File: config.mk
export PLATFORM = sky130hd
export DESIGN_NAME = gd_iter_ctrl_flat
export DESIGN_NICKNAME = d
export VERILOG_FILES = /design/src/rtl/gd_grad_if.sv /design/src/rtl/gd_iter_ctrl.sv /design/src/flat_wrapper.sv
export SDC_FILE = /design/constraint.sdc
export NUM_CORES = 1
export LEC_CHECK = 0
export ABC_AREA = 1
export ABC_CLOCK_PERIOD_IN_PS = 10480
export BUFFER_PORTS_ARGS = -buffer_cell sky130_fd_sc_hd__buf_2
export CAP_MARGIN = 15
export CORE_MARGIN = 4
export CORE_UTILIZATION = 56
export CTS_BUF_LIST = sky130_fd_sc_hd__clkbuf_16
export DETAILED_ROUTE_END_ITERATION = 10
export GPL_TIMING_DRIVEN = 0
export PLACE_DENSITY = 0.77
export SYNTH_ARGS = -nofsm -noshare
export SYNTH_HDL_FRONTEND = slang
export SYNTH_SLANG_ARGS = --single-unit
File: constraint.sdc
create_clock -name clk -period 10.48 [get_ports clk]
set_input_delay 1.048 -clock clk [delete_from_list [all_inputs] [get_ports clk]]
set_output_delay 1.048 -clock clk [all_outputs]
set_load 0.05 [all_outputs]
File: src/rtl/gd_grad_if.sv
// Link between the iteration controller and the gradient/value/step unit.
// Handshake: grad_start is a one-cycle request that launches evaluation of grad_x. grad_done is a level
// that the unit may hold across requests. The result fields are valid whenever grad_done is high.
// There is no back-pressure: the controller consumes the result on the cycle it accepts grad_done.
interface gd_grad_if;
  logic        grad_start;
  logic [31:0] grad_x;
  logic        grad_done;
  logic [31:0] grad_x_diff;
  logic [63:0] grad_value;
  logic        grad_overflow;

  modport master (
    output grad_start, grad_x,
    input  grad_done, grad_x_diff, grad_value, grad_overflow
  );

  modport slave (
    input  grad_start, grad_x,
    output grad_done, grad_x_diff, grad_value, grad_overflow
  );
endinterface

File: src/rtl/gd_iter_ctrl.sv
// Gradient-descent iteration controller: x <= x - x_diff each step (Q24.8).
// A run ends on convergence, the iteration cap, overflow/saturation or a wait timeout.
module gd_iter_ctrl #(
  parameter int          MAX_ITER     = 256,
  parameter int          ITER_W       = 16,
  parameter logic [31:0] TOL          = 32'h0000_0001,
  parameter int          WAIT_TIMEOUT = 1024
) (
  input  logic              clk,
  input  logic              rst,
  input  logic              start,
  input  logic [31:0]       x_init,
  gd_grad_if.master         grad,
  output logic              busy,
  output logic              done,
  output logic [31:0]       x_out,
  output logic [63:0]       value_out,
  output logic [ITER_W-1:0] iter_count,
  output logic              converged,
  output logic              overflow_flag,
  output logic              timeout_flag,
  output logic [2:0]        state_dbg
);
  localparam int WAIT_W = $clog2(WAIT_TIMEOUT + 1);

  typedef enum logic [2:0] {
    S_IDLE   = 3'd0,
    S_LAUNCH = 3'd1,
    S_WAIT   = 3'd2,
    S_UPDATE = 3'd3,
    S_DONE   = 3'd4
  } state_t;

  state_t              state_q, state_d;
  logic [WAIT_W-1:0]   wait_cnt_q;
  logic [31:0]         x_q, diff_q, x_out_q;
  logic [63:0]         val_q, value_out_q;
  logic                ovf_q;
  logic [ITER_W-1:0]   iter_q;
  logic                conv_q, ovf_flag_q, tmo_q;

  logic signed [32:0]  sub_res;
  logic                sat_hi, sat_lo, sat;
  logic [31:0]         x_new, abs_diff;
  logic                is_conv, cap_hit, upd_exit;
  logic                wait_accept, wait_expire;

  // 33-bit difference; the top two bits disagreeing means the Q24.8 range was left.
  assign sub_res  = $signed({x_q[31], x_q}) - $signed({diff_q[31], diff_q});
  assign sat_hi   = ~sub_res[32] & sub_res[31];
  assign sat_lo   = sub_res[32] & ~sub_res[31];
  assign sat      = sat_hi | sat_lo;
  assign x_new    = sat_hi ? 32'h7FFF_FFFF : (sat_lo ? 32'h8000_0000 : sub_res[31:0]);
  assign abs_diff = !diff_q[31] ? diff_q :
                    ((diff_q == 32'h8000_0000) ? 32'h7FFF_FFFF : (32'd0 - diff_q));
  assign is_conv  = abs_diff <= TOL;
  assign cap_hit  = (iter_q + ITER_W'(1)) == ITER_W'(MAX_ITER);
  assign upd_exit = ovf_q | sat | is_conv | cap_hit;

  // The first two WAIT cycles ignore grad_done so a level left over from the last result is not reused.
  assign wait_accept = grad.grad_done && (wait_cnt_q >= WAIT_W'(2));
  assign wait_expire = wait_cnt_q == WAIT_W'(WAIT_TIMEOUT);

  always_ff @(posedge clk or posedge rst) begin
    if (rst) state_q <= S_IDLE;
    else     state_q <= state_d;
  end

  always_comb begin
    state_d = state_q;
    case (state_q)
      S_IDLE:   if (start) state_d = S_LAUNCH;
      S_LAUNCH: state_d = S_WAIT;
      S_WAIT: begin
        if (wait_accept)      state_d = S_UPDATE;
        else if (wait_expire) state_d = S_DONE;
      end
      S_UPDATE: state_d = upd_exit ? S_DONE : S_LAUNCH;
      S_DONE:   state_d = start ? S_LAUNCH : S_IDLE;
      default:  state_d = S_IDLE;
    endcase
  end

  always_comb begin
    grad.grad_start = (state_q == S_LAUNCH);
    busy            = (state_q == S_LAUNCH) || (state_q == S_WAIT) || (state_q == S_UPDATE);
    done            = (state_q == S_DONE);
    state_dbg       = state_q;
  end

  always_ff @(posedge clk or posedge rst) begin
    if (rst) begin
      wait_cnt_q  <= '0;
      x_q         <= '0;
      diff_q      <= '0;
      val_q       <= '0;
      ovf_q       <= 1'b0;
      x_out_q     <= '0;
      value_out_q <= '0;
      iter_q      <= '0;
      conv_q      <= 1'b0;
      ovf_flag_q  <= 1'b0;
      tmo_q       <= 1'b0;
    end else begin
      case (state_q)
        S_IDLE, S_DONE: begin
          if (start) begin
            x_q        <= x_init;
            iter_q     <= '0;
            conv_q     <= 1'b0;
            ovf_flag_q <= 1'b0;
            tmo_q      <= 1'b0;
          end
        end
        S_LAUNCH: wait_cnt_q <= '0;
        S_WAIT: begin
          wait_cnt_q <= wait_cnt_q + WAIT_W'(1);
          if (wait_accept) begin
            diff_q <= grad.grad_x_diff;
            val_q  <= grad.grad_value;
            ovf_q  <= grad.grad_overflow;
          end else if (wait_expire) begin
            tmo_q   <= 1'b1;
            x_out_q <= x_q;
          end
        end
        S_UPDATE: begin
          value_out_q <= val_q;
          iter_q      <= iter_q + ITER_W'(1);
          if (ovf_q) begin
            ovf_flag_q <= 1'b1;
            x_out_q    <= x_q;
          end else begin
            x_q <= x_new;
            if (sat)          ovf_flag_q <= 1'b1;
            else if (is_conv) conv_q     <= 1'b1;
            if (upd_exit)     x_out_q    <= x_new;
          end
        end
        default: ;
      endcase
    end
  end

  assign grad.grad_x   = x_q;
  assign x_out         = x_out_q;
  assign value_out     = value_out_q;
  assign iter_count    = iter_q;
  assign converged     = conv_q;
  assign overflow_flag = ovf_flag_q;
  assign timeout_flag  = tmo_q;
endmodule
File: src/flat_wrapper.sv
// flat-port wrapper written by rule: the top's interface ports become plain ports
module gd_iter_ctrl_flat 
#(
  parameter int          MAX_ITER     = 256,
  parameter int          ITER_W       = 16,
  parameter logic [31:0] TOL          = 32'h0000_0001,
  parameter int          WAIT_TIMEOUT = 1024
)
  (clk, rst, start, x_init, busy, done, x_out, value_out, iter_count, converged, overflow_flag, timeout_flag, state_dbg, grad_grad_start, grad_grad_x, grad_grad_done, grad_grad_x_diff, grad_grad_value, grad_grad_overflow);
  gd_grad_if grad_i ();
  input  logic clk;
  input  logic rst;
  input  logic start;
  input  logic [31:0] x_init;
  output logic busy;
  output logic done;
  output logic [31:0] x_out;
  output logic [63:0] value_out;
  output logic [ITER_W-1:0] iter_count;
  output logic converged;
  output logic overflow_flag;
  output logic timeout_flag;
  output logic [2:0] state_dbg;
  output wire logic [$bits(grad_i.grad_start)-1:0] grad_grad_start;
  output wire logic [$bits(grad_i.grad_x)-1:0] grad_grad_x;
  input wire logic [$bits(grad_i.grad_done)-1:0] grad_grad_done;
  input wire logic [$bits(grad_i.grad_x_diff)-1:0] grad_grad_x_diff;
  input wire logic [$bits(grad_i.grad_value)-1:0] grad_grad_value;
  input wire logic [$bits(grad_i.grad_overflow)-1:0] grad_grad_overflow;
  assign grad_grad_start = grad_i.grad_start;
  assign grad_grad_x = grad_i.grad_x;
  assign grad_i.grad_done = grad_grad_done;
  assign grad_i.grad_x_diff = grad_grad_x_diff;
  assign grad_i.grad_value = grad_grad_value;
  assign grad_i.grad_overflow = grad_grad_overflow;
  gd_iter_ctrl #(.MAX_ITER(MAX_ITER), .ITER_W(ITER_W), .TOL(TOL), .WAIT_TIMEOUT(WAIT_TIMEOUT)) u_core (.clk(clk), .rst(rst), .start(start), .x_init(x_init), .grad(grad_i), .busy(busy), .done(done), .x_out(x_out), .value_out(value_out), .iter_count(iter_count), .converged(converged), .overflow_flag(overflow_flag), .timeout_flag(timeout_flag), .state_dbg(state_dbg));
endmodule
==> results of run 1 <==
==> worst max-delay path: stages (launching register included) <==
cell	delay [ps]
dfrtp_1	400
inv_1	140
ha_1	400
nand2_1	110
o21ai_0	270
nor2_1	110
o21ai_0	760
nand3_1	210
nand2_1	140
nand2_1	60
o311ai_0	110
xor2_1	260
ha_1	200
clkbuf_1	500
buf_1	550
a21oi_1	60
o21ai_0	180
nand2_1	150
nand2_1	90
nand2_1	70
nand3_1	80
nand2_1	50
==> routing by layer <==
layer	global-route usage	share of wire	wire, um
met1	0.4245	0.40	18480
met2	0.5245	0.46	21420
met3	0.08331	0.095	4399
met4	0.1224	0.045	2083
met5	0	0.00088	41
==> how the worst max path moves through the flow <==
stage	from	endpoint	slack, ps	cells after the start
3_5_place_dp	u_core.diff_q[6]	u_core.x_out[20]	5580	21
6_report	u_core.diff_q[6]	u_core.x_out[15]	5450	21
3_3_place_gp	rst	u_core.diff_q[15]	-420	2
2_1_floorplan	rst	u_core.converged	2330	1
4_1_cts	u_core.diff_q[6]	u_core.x_out[20]	5530	21
5_1_grt	u_core.diff_q[6]	u_core.x_out[20]	5120	21
==> cells in the final DEF (no fill, tap or decap), types with 4 or more instances in the layout <==
cell type	Yosys	final
nand2_1	523	523
buf_2	13	298
dfrtp_1	258	258
nor2_1	217	217
inv_1	188	190
o21ai_0	147	147
a21oi_1	134	134
nand3_1	114	114
clkbuf_1	49	49
ha_1	39	39
mux2_2	32	32
o22ai_1	28	28
clkbuf_16	0	27
nor3_1	23	23
nand4_1	20	20
xor2_1	13	13
buf_1	6	6
a31oi_1	6	6
o21bai_1	6	6
o211ai_1	5	5
clkinv_2	0	5
clkinv_1	2	4
a21boi_0	4	4
clkinvlp_4	0	4
==> power breakdown <==
group          total (mW)  internal, mW  switching, mW
logic                3.92          1.02           2.90
registers            1.74          1.42          0.323
clock network       0.967         0.548          0.419
total                6.63          2.99           3.64
==> cells by family (layout without fill, tap and decap cells) <==
kind of cell | count (synthesis) | count (layout) | synth area share
mux | 33 | 33 | 0.02639
fa+ha+maj | 40 | 40 | 0.03620
simple gates | 917 | 917 | 0.2678
compound gates | 336 | 336 | 0.1270
flops | 258 | 258 | 0.4601
buf+inv | 265 | 599 | 0.07445
other cells | 0 | 1 | 0
xor+xnor | 13 | 13 | 0.008113
==> final cells by class <==
class                           instances  area share
Timing Repair Buffer                  286     0.08660
Tap cell                              324     0.02415
Multi-Input combinational cell       1339      0.3891
Antenna cell                            1   0.0001491
Inverter                              191     0.04315
Clock buffer                           27     0.04024
Clock inverter                         21     0.01252
Sequential cell                       258      0.3846
Buffer                                 74     0.01953
==> registers in the layout (all words and copies together), names as in the netlist <==
| name | flops |
|---|---|
| u_core.wait_cnt_q | 11 |
| u_core.value_out | 64 |
| u_core.val_q | 64 |
| u_core.iter_count | 16 |
| u_core.state_dbg | 3 |
| u_core.converged | 1 |
| u_core.x_out | 32 |
| u_core.overflow_flag | 1 |
| u_core.ovf_q | 1 |
| u_core.diff_q | 32 |
| u_core.timeout_flag | 1 |
| u_core.grad.grad_x | 32 |
==> results.cfg, run 1 <==
[final_layout]
area_growth_pct = 19.63
seq_area_um2 = 6456
nFillCells = 2076
finalInstanceArea_um2 = 16790
layout.nets = 2350
multi_input_area_um2 = 6533
post_layout_nonfiller_instances = 2521
drive_gt1_frac = 0.1799
post-route-util = 0.6863

[detailed_routing]
dr.pass1.iters = 6
drtIter0Drc = 1415
wl_per_cell_um = 18.42
ant_nets = 0
vias = 13980
finalWirelength_um = 46430
drt-vias-per-instance = 5.547
drc = 0

[synthesis]
ys_types = 40
ys_ff_latch = 258
synth_flop_cell = dfrtp_1
avgSynthCellArea_um2 = 7.537
synth_area_um2 = 14030
ys_seq_area_frac = 0.4601
synth-edff-count = 0
yosys-top-cells-count = 523 x nand2_1, 258 x dfrtp_1, 217 x nor2_1
postSynthCellCount = 1862
ys_warn_count = 0
netlist_top_cells_area = dfrtp_1 46%, nand2_1 14%, nor2_1 5.8%
yosysTopAreaCellShare = 0.4601
synth_top_cell_by_area = dfrtp_1
synth.most_common_cell = nand2_1
synth_nets = 2035
synthArstFlopShare = 1.000

[sta]
finalSetupViolCount = 0
slew_violations = 0
hold_viol = 0
relSlewSlack = 0.3077
post-route-min-period_ps = 5025
worst_pin_slew_ps = 1038
fin_skew_ps = 11.02
timing.final.ws_setup_ps = 5455
rsz0062_at_grt = no
setup_tns_ps = 0
fmax_ghz = 0.1990
fin_crit_sh = 0.4795
hold_ws_ps = 462.9

[die]
core_um2 = 24460
die_h_um = 166.3
die_area_um2 = 27660
ios = 286
num_rows = 57
initial_core_util = 0.5737
die_w_um = 166.3

[grt]
grt_pass1_wl_um = 72440
grtUsageTotal = 0.3244
overflow = 0
grt_max_degree = 135
grt_pass1_vias = 13560
antenna_found_initial = 5

[critical_path]
reg2reg_depth = 21
r2r_end = u_core.x_out[15]
cp-start-kind = register
crit_type = reg -> reg
crit_fanout = 10
rrSetupSlack_ps = 5450
end_kind = register
r2r-start = u_core.diff_q[6]
cp_data_required_time_ps = 10930
worstPathArrival_ps = 5480

[cts]
ctsHtreeMaxLevel = 1
cts_tree = yes
cts_hold_buf = 0
post_cts.repair.setup_buffers = 0
clk_pin_slew_ps = 60
cts_made_buffers = 27
clock-root-buffer = clkbuf_16
clock_latency_ps = 560
cts_sinks = 258
ctsResizeCount = 0
cts.path.max_buffers = 3

[hold_path]
hold_start = u_core.x_out[16]
hold_class = reg -> reg
hold_end = u_core.x_out[16]
hold_path_depth = 2

[place]
post-place-ws_ps = 5580
gp_congestion = 0.9817
portBuffers = 285
place_hpwl_um = 35550
dp.cells = 2472
placed_cell_area_um2 = 15900

[job]
maxCapViolCount = 0

[power]
ir_drop_mv = 0.2024
pwr_density_cell_nw_per_um2 = 395.0
power_mw = 6.631
leakagePower_nw = 8.969

[outcome]
status = finished clean
No activity file was read; power rests on OpenSTA's default activity.
==> run 2, diff against run 1 <==
--- a/config.mk
+++ b/config.mk
@@ -6,15 +6,15 @@
 export NUM_CORES = 1
 export LEC_CHECK = 0
 export ABC_AREA = 1
-export ABC_CLOCK_PERIOD_IN_PS = 10480
+export ABC_CLOCK_PERIOD_IN_PS = 4250
 export BUFFER_PORTS_ARGS = -buffer_cell sky130_fd_sc_hd__buf_2
 export CAP_MARGIN = 15
 export CORE_MARGIN = 4
-export CORE_UTILIZATION = 56
+export CORE_UTILIZATION = 50
 export CTS_BUF_LIST = sky130_fd_sc_hd__clkbuf_16
 export DETAILED_ROUTE_END_ITERATION = 10
 export GPL_TIMING_DRIVEN = 0
-export PLACE_DENSITY = 0.77
+export PLACE_DENSITY = 0.73
 export SYNTH_ARGS = -nofsm -noshare
 export SYNTH_HDL_FRONTEND = slang
 export SYNTH_SLANG_ARGS = --single-unit
==> constraint.sdc (replaced) <==
create_clock -name clk -period 4.25 [get_ports clk]
set_input_delay 0.425 -clock clk [delete_from_list [all_inputs] [get_ports clk]]
set_output_delay 0.425 -clock clk [all_outputs]
set_load 0.05 [all_outputs]
==> run 2 against run 1 <==
Sequential power is 150% higher. Via count is 0.39% higher. First-iteration DRC count is 19% lower. Non-clock buffer count is 6 higher. Routed wire length is 2.4% higher. Maximum frequency is 26% higher. Register-to-register slack worse by 5200 ps. Global-route usage is 2.5 points lower. Cell area is 2.1% higher. Utilization is 6.8 points lower. Power grew to 2.5 times the previous value. Highest routed layer unchanged.
==> results.cfg, run 2 (synthesized netlist as in run 1, its figures left out) <==
[outcome]
status = finished clean

[die]
initial_core_util = 0.5065
die_area_um2 = 30810
die_h_um = 175.5
ios = 286
core_um2 = 27710
num_rows = 61
die_w_um = 175.5

[cts]
clock-root-buffer = clkbuf_16
cts_sinks = 258
cts_tree = yes
clk_pin_slew_ps = 60
ctsHtreeMaxLevel = 1
cts_made_buffers = 28
clock_latency_ps = 550
cts.path.max_buffers = 3

[job]
maxCapViolCount = 0

[sta]
fmax_ghz = 0.2501
rsz0062_at_grt = no
hold_ws_ps = 49.54
finalSetupViolCount = 0
relSlewSlack = 0.3709
fin_skew_ps = 20.69
fin_crit_sh = 0.9407
slew_violations = 0
post-route-min-period_ps = 3998
hold_viol = 0
worst_pin_slew_ps = 943.6

[power]
p_int_mw = 7.800
pwr_density_cell_nw_per_um2 = 979.4
leakagePower_nw = 9.103
power_mw = 16.78
p_seq_frac = 0.257
power.share.clock = 0.165
power_switching_mw = 8.985
power_frac_comb = 0.578
ir_drop_mv = 0.4950
netSwitchingFraction = 0.5353

[grt]
grt_pass1_wl_um = 73330
grt_use_met1 = 0.3816
grt_use_met2 = 0.5002
overflow = 0
grt_pass1_vias = 13580
antenna_found_initial = 5
grtUsageTotal = 0.2989
grt_max_degree = 41
busiest_layer = met2
grtUsageMet3 = 0.07706

[critical_path]
end_kind = register
cp-start-kind = register
crit_fanout = 10
worstPathArrival_ps = 4490
cp_data_required_time_ps = 4740
crit_type = reg -> reg

[detailed_routing]
drtIter0Drc = 1148
drt-vias-per-instance = 5.431
finalWirelength_um = 47540
vias = 14040
wl_per_cell_um = 18.39
dr.pass1.iters = 7
drc = 0
ant_nets = 0

[hold_path]
hold_class = in -> async

[place]
place_hpwl_um = 36990
portBuffers = 285
gp_congestion = 0.9787

[final_layout]
nFillCells = 2618
mostFrequentLayoutCells = 523 x nand2_1, 299 x buf_2, 258 x dfrtp_1
layout.nets = 2357
mostFrequentLayoutCell = nand2_1
area_growth_pct = 22.12
drive_gt1_frac = 0.1850
==> run 2: cell count changes in the layout (fill, tap and decap cells not counted), sizes merged <==
| cell | delta |
|---|---|
| inv | -3 |
| clkinv | +1 |
| bufinv | +5 |
| clkbuf | +3 |
| buf | +5 |
| clkinvlp | -1 |
==> run 2: stage by stage <==
| stage | TNS (ps) | cell area, um^2 | setup WS, ps | util | cells |
|---|---|---|---|---|---|
| floorplan | 0 | 14040 | 425.4 | - | 1862 |
| global placement | -289780 | 15940 | -1100 | 0.5752 | 2525 |
| detailed placement | -8155 | 16080 | -490.4 | 0.5803 | 2532 |
| CTS | 0 | 17120 | 68.35 | 0.6180 | 2584 |
| global route | 0 | 17140 | 10.06 | 0.6186 | 2585 |
| finish | 0 | 17140 | 251.9 | 0.6186 | 2585 |
==> run 2: power groups by stage <==
| stage | sequential (mW) | combinational [mW] | clock, mW |
|---|---|---|---|
| after floorplan | 6.11 | 4.85 | 0 |
| after global placement | 4.31 | 9.38 | 0 |
| after detailed placement | 4.32 | 9.52 | 0 |
| after CTS | 4.29 | 9.58 | 2.81 |
| after global routing | 4.40 | 10.5 | 2.91 |
| final | 4.31 | 9.70 | 2.77 |
==> run 2: final timing paths <==
kind / depth (start not counted) / end / slack, ps / startpoint
max reg2reg: 22 / u_core.x_out[24] / 250 / u_core.diff_q[12]
min: 2 / u_core.value_out[43] / 50 / rst
min in group clk: 2 / u_core.val_q[57] / 100 / grad_grad_value[57]
max: 22 / u_core.x_out[24] / 250 / u_core.diff_q[12]
min reg2reg: 2 / u_core.value_out[53] / 460 / u_core.value_out[53]
max in group asynchronous: 5 / u_core.grad.grad_x[17] / 3020 / rst
==> run 2: final cells by class <==
class | count | area, um^2 | area share
clock inverter | 23 | 317.8 | 0.01854
tap | 378 | 473.0 | 0.02760
antenna | 1 | 2.502 | 0.0001460
timing repair buffer | 292 | 1567 | 0.09141
multi-input combinational | 1339 | 6536 | 0.3814
buffer | 74 | 339.1 | 0.01979
inverter | 191 | 720.7 | 0.04205
clock buffer | 29 | 725.7 | 0.04235
sequential | 258 | 6456 | 0.3767
==> run 2: routing by layer <==
layer  wire length (um)  part of all wire  vias up
met5                 55            0.0012        -
met4               1893             0.040        8
met3               4105             0.086      116
met2              22440              0.47      610
met1              19040              0.40     6611
li1                   -                 -     6693
==> run 2: repair_timing <==
item	in CTS	in global routing
hold buffers	0	0
resized for setup	3	11
setup endpoints to repair	32	45
buffers inserted	0	0
==> run 2: critical path, stage by stage, from the launching register on <==
cell,delay (ps)
dfrtp_1,420
inv_1,170
ha_1,340
a21oi_1,260
nor2_1,70
nor2_1,130
nor2_1,60
nor2_1,230
inv_1,70
a21oi_1,170
nand2_1,120
nand2_1,70
o311ai_0,140
xor2_1,200
inv_1,90
ha_1,180
clkinv_1,320
clkbuf_2,340
nand3_1,120
o21ai_0,170
inv_1,110
nand3_1,90
nand2_1,90
==> run 3, diff against run 2 <==
==> constraint.sdc (replaced) <==
create_clock -name clk -period 4.25 [get_ports clk]
set_input_delay 0.2125 -clock clk [delete_from_list [all_inputs] [get_ports clk]]
set_output_delay 0.2125 -clock clk [all_outputs]
set_load 0.05 [all_outputs]
==> run 3 against run 2 <==
Non-clock buffer count increased by 117. Sequential cell count did not move. Final cell count grew 4.6%. Worst setup slack worse by 45 ps. Via count up 5.3%. Sequential power is essentially flat. Register-to-register slack got worse by 40 ps. Critical path type unchanged. Largest cell class unchanged. Largest power group unchanged. Highest routed layer is now met4.
==> results.cfg, run 3 (synthesized netlist as in run 1, its figures left out) <==
[outcome]
status = finished clean

[power]
power_mw = 17.02
ir_drop_mv = 0.4761
pwr_density_cell_nw_per_um2 = 929.2
p_int_mw = 7.873
p_seq_frac = 0.255
power_switching_mw = 9.144
leakagePower_nw = 9.591
netSwitchingFraction = 0.5373
power.share.clock = 0.165
power_frac_comb = 0.580

[place]
place_hpwl_um = 36990
portBuffers = 285
gp_congestion = 0.9787
post-place-ws_ps = -490.4

[detailed_routing]
drc = 0
vias = 14780
dr.pass1.iters = 8
ant_nets = 0
drtIter0Drc = 1233
drt-vias-per-instance = 5.465
finalWirelength_um = 50990
wl_per_cell_um = 18.86

[sta]
fmax_ghz = 0.2473
finalSetupViolCount = 0
relSlewSlack = 0.3635
slew_violations = 0
rsz0062_at_grt = no
fin_skew_ps = 12.34
hold_viol = 0
post-route-min-period_ps = 4043
timing.final.ws_setup_ps = 207.0
fin_crit_sh = 0.9513
worst_pin_slew_ps = 954.7

[critical_path]
worstPathArrival_ps = 4530
worst_path_largest_cell_delay_ps = 420
r2r-start = u_core.diff_q[12]
crit_type = reg -> reg
path_cells = inv_1 > ha_1 > a21oi_1 > nor2_1 > nor2_1 > nor2_1 > nor2_1 > inv_1 > a21oi_1 > nand2_1 > nand2_1 > o311ai_0 > xor2_1 > inv_1 > ha_1 > clkinv_1 > clkbuf_2 > nand3_1 > o21ai_0 > inv_1 > nand3_1 > nand2_1
reg2reg_depth = 22
cp-start-kind = register
crit_fanout = 10
rrSetupSlack_ps = 210
slowest_stage = dfrtp_1
r2r_end = u_core.x_out[24]
cp_data_required_time_ps = 4740
end_kind = register

[hold_path]
hold_class = in -> reg
hold_end = u_core.grad.grad_x[25]
hold_path_depth = 3
hold_start = x_init[25]

[grt]
grt_pass1_wl_um = 78660
grtUsageTotal = 0.3202
grt_pass1_vias = 14440
antenna_found_initial = 2
overflow = 0
grt_max_degree = 41

[cts]
clock-root-buffer = clkbuf_16
cts_made_buffers = 28
clk_pin_slew_ps = 60
cts_tree = yes
ctsHtreeMaxLevel = 1
cts_sinks = 258
cts.path.max_buffers = 3
clock_latency_ps = 550

[final_layout]
mostFrequentLayoutCells = 523 x nand2_1, 299 x buf_2, 258 x dfrtp_1
nFillCells = 2407
area_growth_pct = 30.50
mostFrequentLayoutCell = nand2_1
drive_gt1_frac = 0.1756
layout.nets = 2474

[job]
maxCapViolCount = 0

[die]
initial_core_util = 0.5065
die_w_um = 175.5
die_h_um = 175.5
core_um2 = 27710
num_rows = 61
die_area_um2 = 30810
ios = 286
==> run 3: power by group through the flow <==
stage               clock [mW]  combinational, mW  sequential (mW)
floorplan                    0               4.85             6.11
global placement             0               9.38             4.31
detailed placement           0               9.52             4.32
CTS                       2.81               9.66             4.29
global route              2.92               10.7             4.42
finish                    2.80               9.87             4.34
==> run 3: per-stage QoR <==
step                      utilization  area (um^2)  hold slack [ps]  instances  TNS (ps)
after floorplan                     -        14040            363.1       1862         0
after global placement         0.5752        15940            443.8       2525   -234960
after detailed placement       0.5803        16080            429.5       2532     -8155
after CTS                      0.6603        18290            1.869       2701         0
after global routing           0.6609        18310            21.14       2703         0
final                          0.6610        18310            11.80       2704         0
==> run 3: per-layer routing <==
| metal | wire length [um] | track usage | up-vias |
|---|---|---|---|
| met4 | 1885 | 0.1010 | 0 |
| met3 | 4384 | 0.06436 | 122 |
| li1 | - | - | 6930 |
| met1 | 20150 | 0.4090 | 7004 |
| met5 | 0 | 0 | - |
| met2 | 24570 | 0.5519 | 721 |
==> run 3: repair_timing <==
item                                    in CTS  in global routing
gates resized for setup                      3                 11
buffers inserted                             0                  0
endpoints found under the hold margin      152                  0
pin swaps                                    0                  0
hold buffers                               117                  0
endpoints found under the setup margin      32                 44
==> run 3: final cells by class <==
type	count	area [um^2]	share of cell area
inverter	191	720.7	0.03935
antenna	3	7.507	0.0004099
tap	378	473.0	0.02583
clock inverter	23	317.8	0.01735
clock buffer	29	725.7	0.03963
timing repair buffer	409	2738	0.1495
multi-input combinational	1339	6536	0.3569
sequential	258	6456	0.3525
buffer	74	339.1	0.01851
==> run 3: worst max path at each step <==
stage / from / slack (ps) / endpoint
after floorplan: rst / 640 / u_core.converged
after global placement: rst / -890 / u_core.grad.grad_x[17]
after detailed placement: u_core.diff_q[6] / -490 / u_core.x_out[20]
after CTS: u_core.diff_q[6] / 70 / u_core.x_out[29]
after global routing: u_core.diff_q[12] / 9 / u_core.x_out[7]
final: u_core.diff_q[12] / 210 / u_core.x_out[24]
==> run 3: critical path, delay by kind of cell, from the launching register on <==
| family | cells | cell delay, ps |
|---|---|---|
| buf+inv | 6 | 1080 |
| simple gates | 9 | 1000 |
| xor+xnor | 1 | 200 |
| fa+ha+maj | 2 | 520 |
| flops | 1 | 420 |
| compound gates | 4 | 790 |
